[src/rtl/fifo_wr_arbiter.sv]
// fifo_wr_arbiter: round-robin arbiter that multiplexes N_REQ packet
// requesters onto a single FIFO write port. A grant is held for one packet
// or MAX_BURST beats, whichever ends first, then the port goes back to IDLE
// for one cycle before the next grant is made.
module fifo_wr_arbiter #(
  parameter int N_REQ     = 3,
  parameter int D_WIDTH   = 8,
  parameter int MAX_BURST = 4
) (
  input  logic                       w_clk,
  input  logic                       w_rstn,
  input  logic                       arb_en,
  input  logic [N_REQ-1:0]           req_valid,
  input  logic [N_REQ*D_WIDTH-1:0]   req_data,
  input  logic [N_REQ-1:0]           req_last,
  output logic [N_REQ-1:0]           req_ready,
  input  logic                       full,
  output logic                       w_inc,
  output logic [D_WIDTH-1:0]         w_data,
  output logic [N_REQ-1:0]           gnt_onehot,
  output logic                       busy
);

  localparam int          IDX_W = (N_REQ > 1) ? $clog2(N_REQ) : 1;
  localparam int          CNT_W = $clog2(MAX_BURST) + 1;
  localparam int unsigned NR_U  = N_REQ;

  localparam logic [0:0] IDLE = 1'b0;
  localparam logic [0:0] XFER = 1'b1;

  logic [0:0]         state;
  logic [IDX_W-1:0]   gnt_idx;
  logic [IDX_W-1:0]   last_gnt;
  logic [CNT_W-1:0]   beat_cnt;
  // Low for the first edge after reset release so no grant can be taken
  // on that edge.
  logic               armed;

  logic               in_xfer;
  logic               sel_valid;
  logic               sel_last;
  logic [D_WIDTH-1:0] sel_data;
  logic [IDX_W-1:0]   rr_idx;
  logic [IDX_W-1:0]   cand;
  logic               rr_found;
  logic               grant_ok;
  logic               burst_end;

  assign in_xfer = (state == XFER);

  // Route the granted requester's valid/last/data onto internal selects.
  always_comb begin
    sel_valid = 1'b0;
    sel_last  = 1'b0;
    sel_data  = '0;
    for (int unsigned i = 0; i < NR_U; i++) begin
      if (IDX_W'(i) == gnt_idx) begin
        sel_valid = req_valid[i];
        sel_last  = req_last[i];
        sel_data  = req_data[i*D_WIDTH +: D_WIDTH];
      end
    end
  end

  // Round-robin search: first valid requester after last_gnt, wrapping.
  always_comb begin
    rr_found = 1'b0;
    rr_idx   = '0;
    cand     = '0;
    for (int unsigned k = 1; k <= NR_U; k++) begin
      cand = IDX_W'((32'(last_gnt) + k) % NR_U);
      if (!rr_found && req_valid[cand]) begin
        rr_found = 1'b1;
        rr_idx   = cand;
      end
    end
  end

  assign grant_ok  = (state == IDLE) && armed && arb_en && rr_found;
  assign w_inc     = in_xfer && sel_valid && !full;
  assign burst_end = w_inc && (sel_last || (beat_cnt == CNT_W'(MAX_BURST - 1)));
  assign w_data    = in_xfer ? sel_data : '0;
  assign busy      = in_xfer;

  // Per-requester handshake and ownership flags for the current grant.
  always_comb begin
    req_ready  = '0;
    gnt_onehot = '0;
    for (int unsigned i = 0; i < NR_U; i++) begin
      if (in_xfer && (IDX_W'(i) == gnt_idx)) begin
        gnt_onehot[i] = 1'b1;
        req_ready[i]  = !full;
      end
    end
  end

  // Grant FSM, beat counter and round-robin pointer.
  always_ff @(posedge w_clk or negedge w_rstn) begin
    if (!w_rstn) begin
      state    <= IDLE;
      gnt_idx  <= '0;
      beat_cnt <= '0;
      last_gnt <= IDX_W'(N_REQ - 1);
      armed    <= 1'b0;
    end else begin
      armed <= 1'b1;
      case (state)
        IDLE: begin
          if (grant_ok) begin
            state    <= XFER;
            gnt_idx  <= rr_idx;
            beat_cnt <= '0;
          end
        end
        XFER: begin
          if (w_inc) begin
            beat_cnt <= beat_cnt + 1'b1;
          end
          if (burst_end) begin
            state    <= IDLE;
            last_gnt <= gnt_idx;
          end
        end
        default: state <= IDLE;
      endcase
    end
  end

endmodule

[config.mk]
export PLATFORM = sky130hd
export DESIGN_NAME = fifo_wr_arbiter
export DESIGN_NICKNAME = d
export VERILOG_FILES = /design/src/rtl/fifo_wr_arbiter.sv
export SDC_FILE = /design/constraint.sdc
export NUM_CORES = 1
export LEC_CHECK = 0
export ABC_AREA = 1
export CORE_MARGIN = 2
export CORE_UTILIZATION = 42
export CTS_BUF_LIST = sky130_fd_sc_hd__clkbuf_16
export DETAILED_ROUTE_END_ITERATION = 8
export PLACE_DENSITY = 0.83
export SYNTH_ARGS = -nofsm -noshare
export SYNTH_HDL_FRONTEND = slang
export SYNTH_SLANG_ARGS = --single-unit
[constraint.sdc]
create_clock -name w_clk -period 3.35 [get_ports w_clk]
set_input_delay 0.67 -clock w_clk [delete_from_list [all_inputs] [get_ports w_clk]]
set_output_delay 0.67 -clock w_clk [all_outputs]
set_load 0.02 [all_outputs]
==> results of run 1 <==
==> layout by cell type (no fill, tap or decap), types with 2 or more instances in the layout <==
cell type / Yosys / routed
nand3_1: 18 / 18
clkbuf_16: 0 / 3
nand2_2: 2 / 2
o21ai_0: 5 / 5
ha_1: 5 / 5
nor2_4: 2 / 2
nand2_1: 65 / 65
dfrtp_1: 8 / 8
nor2_1: 11 / 11
o21ai_1: 2 / 2
inv_2: 5 / 5
inv_1: 22 / 23
clkdlybuf4s50_1: 0 / 49
nand4_1: 3 / 3
==> per-stage QoR <==
stage / setup slack (ps) / hold WS, ps
after global routing: 78.7 / 529
after CTS: 249 / 506
after floorplan: 1340 / 374
after global placement: 282 / 482
after detailed placement: 258 / 497
final: 255 / 502
==> registers in the layout, indices dropped and copies added, names as in the netlist <==
name,count
armed,1
beat_cnt,3
busy,1
gnt_idx,2
last_gnt,2
==> path summary, 6_finish.rpt <==
kind	start	endpoint	slack [ps]	cells after the start
max in group asynchronous	w_rstn	last_gnt[1]	2290	1
min in group asynchronous	w_rstn	busy	740	1
worst max-delay path	req_valid[1]	w_inc	250	6
worst min-delay path	last_gnt[1]	last_gnt[1]	500	2
worst max register to register	last_gnt[1]	gnt_idx[1]	1570	10
worst min register to register	last_gnt[1]	last_gnt[1]	500	2
==> cells by family (layout without fill, tap and decap cells) <==
kind of cell               count (synthesis)  in the layout  synth area share
AOI/OAI and AO/OA                         10             10            0.0591
DFF                                        9              9             0.243
buffers and inverters                     31             82             0.134
adders and majority gates                  5              5            0.0672
and+or+nand+nor                          105            105             0.492
other                                      1              1           0.00403
==> synth_stat cells <==
cell      number  area share
a21oi_1        1      0.0054
a31oi_1        1      0.0067
and3_1         1      0.0067
buf_2          1      0.0054
buf_4          1      0.0081
clkinv_2       1      0.0054
conb_1         1      0.0040
dfrtp_1        8        0.22
dfstp_2        1       0.028
ha_1           5       0.067
inv_1         22       0.089
inv_2          5       0.020
inv_4          1      0.0067
nand2_1       65        0.26
nand2_2        2       0.013
nand2_4        1       0.012
nand3_1       18       0.097
nand4_1        3       0.020
nor2_1        11       0.044
nor2_2         1      0.0067
nor2_4         2       0.024
nor3_1         1      0.0054
o21ai_0        5       0.027
o21ai_1        2       0.011
o21ai_2        1      0.0094
==> where the power goes <==
part / switching [mW] / leakage, nW / internal (mW)
combinational: 0.527 / 0.647 / 0.364
sequential: 0.0610 / 0.110 / 0.158
clock: 0.0508 / 0.0423 / 0.156
total: 0.638 / 0.799 / 0.678
==> per-layer routing <==
| metal | up-vias | GRT usage | part of all wire |
|---|---|---|---|
| met1 | 515 | 0.250 | 0.42 |
| li1 | 596 | - | - |
| met4 | 0 | 0.0901 | 0.0096 |
| met3 | 4 | 0.0526 | 0.073 |
| met5 | - | 0 | 0 |
| met2 | 54 | 0.424 | 0.49 |
==> cell type report <==
cell class / instances / share of cell area
tap: 28 / 0.0230
clock buffer: 3 / 0.0493
clock inverter: 1 / 0.00247
multi-input combinational: 121 / 0.380
inverter: 29 / 0.0740
timing repair buffer: 49 / 0.322
sequential: 9 / 0.149
==> worst min-delay path, stage by stage, from the launching register on <==
cell and delay, ps:
dfstp_2 380, nand2_1 60, o21ai_1 60
==> flow_metrics.tcl, run 1 <==
set metrics [dict create \
    crit_chain "clkdlybuf4s50_1, inv_1, o21ai_0, o21ai_1, nor2_2, clkdlybuf4s50_1" \
    grt_pass1_wl_um 4620 \
    worstSkewPairLatency_ps 230 \
    slowest_stage "clkdlybuf4s50_1" \
    hp-class "flip-flop to flip-flop" \
    syn_nets 200 \
    drive_above_1_share 0.0849 \
    num_io_pins 50 \
    clk_pin_slew_ps 40 \
    post_cts_resized 0 \
    power_mw 1.32 \
    antenna_left 0 \
    grt_start_max_net_pins 12 \
    fin_worst_skew_ps 0.775 \
    leakagePower_nw 0.799 \
    dr.pass1.iters 4 \
    cts_setup_buffers 0 \
    hpwl_um 2290 \
    root_buffer "clkbuf_16" \
    start_util 0.433 \
    wirelength_um 2820 \
    synth_cell_type_count 25 \
    die_width_um 51.1 \
    die_area_um2 2610 \
    grt_pass1_vias 1187 \
    hold_viol 0 \
    final_nets 252 \
    first_iter_violations 29 \
    ys_warn_count 0 \
    powerDensity_nw_per_um2 865 \
    status "finished, final reports clean" \
    rsz0062_at_grt "no" \
    synthToLayoutAreaGrowth_pct 63.6 \
    fill_cells 199 \
    cp_top_family "buffers and inverters" \
    postLayoutCellArea_um2 1520 \
    dpl_cell_area_um2 1440 \
    cpPeakStageDelay_ps 660 \
    layout.cells.non_filler 240 \
    h-tree-depth 1 \
    antenna_found_initial 0 \
    slew_viol_final 0 \
    path_max_fanout 6 \
    cts_hold_buf 0 \
    grt_usage 0.229 \
    setup_viol 0 \
    synth-seq-cells 9 \
    std_cell_rows 17 \
    port_buffers 49 \
    vias 1169 \
    final.period_utilization 0.924 \
    peakVddDrop_mv 0.598 \
    antenna_cells 0 \
    timing.fmax_mhz 323 \
    avgRoutedWirePerCell_um 11.7 \
    core_um2 2150 \
    seqCellArea_um2 226 \
    start_kind "input port" \
    via_per_inst 4.87 \
    seq_area_frac_synth 0.243 \
    drc 0 \
    cts_buffers 3 \
    cts.path.max_buffers 2 \
    min_period_ps 3100 \
    syn-instance-count 161 \
    cts_sinks 9 \
    syn_area_um2 931 \
    cp_data_required_time_ps 2680 \
    crit_buf_inv 3 \
    gp_congestion 0.770 \
    dp_cells 236 \
    final_util 0.709 \
    cap_viol_max_count 0 \
    multi_input_area_um2 579 \
    avgSynthCellArea_um2 5.78 \
    crit_arrival_ps 2430 \
    gr-total-overflow 0 \
    die_h_um 51.1 \
    crit_top_cell "clkdlybuf4s50_1" \
    cts_tree "yes" \
    critical_path_class "input port to output pin" \
    setup_tns_ps 0 \
    cp-end-kind "output pin" \
]
Note: power is estimated with default switching activity, not from simulation.
==> run 2, diff against run 1 <==
--- a/config.mk
+++ b/config.mk
@@ -14,3 +14,4 @@
 export SYNTH_ARGS = -nofsm -noshare
 export SYNTH_HDL_FRONTEND = slang
 export SYNTH_SLANG_ARGS = --single-unit
+export TNS_END_PERCENT = 10
==> results of run 2 <==
The final DEF is identical to that of run 1; final timing and power are the same.
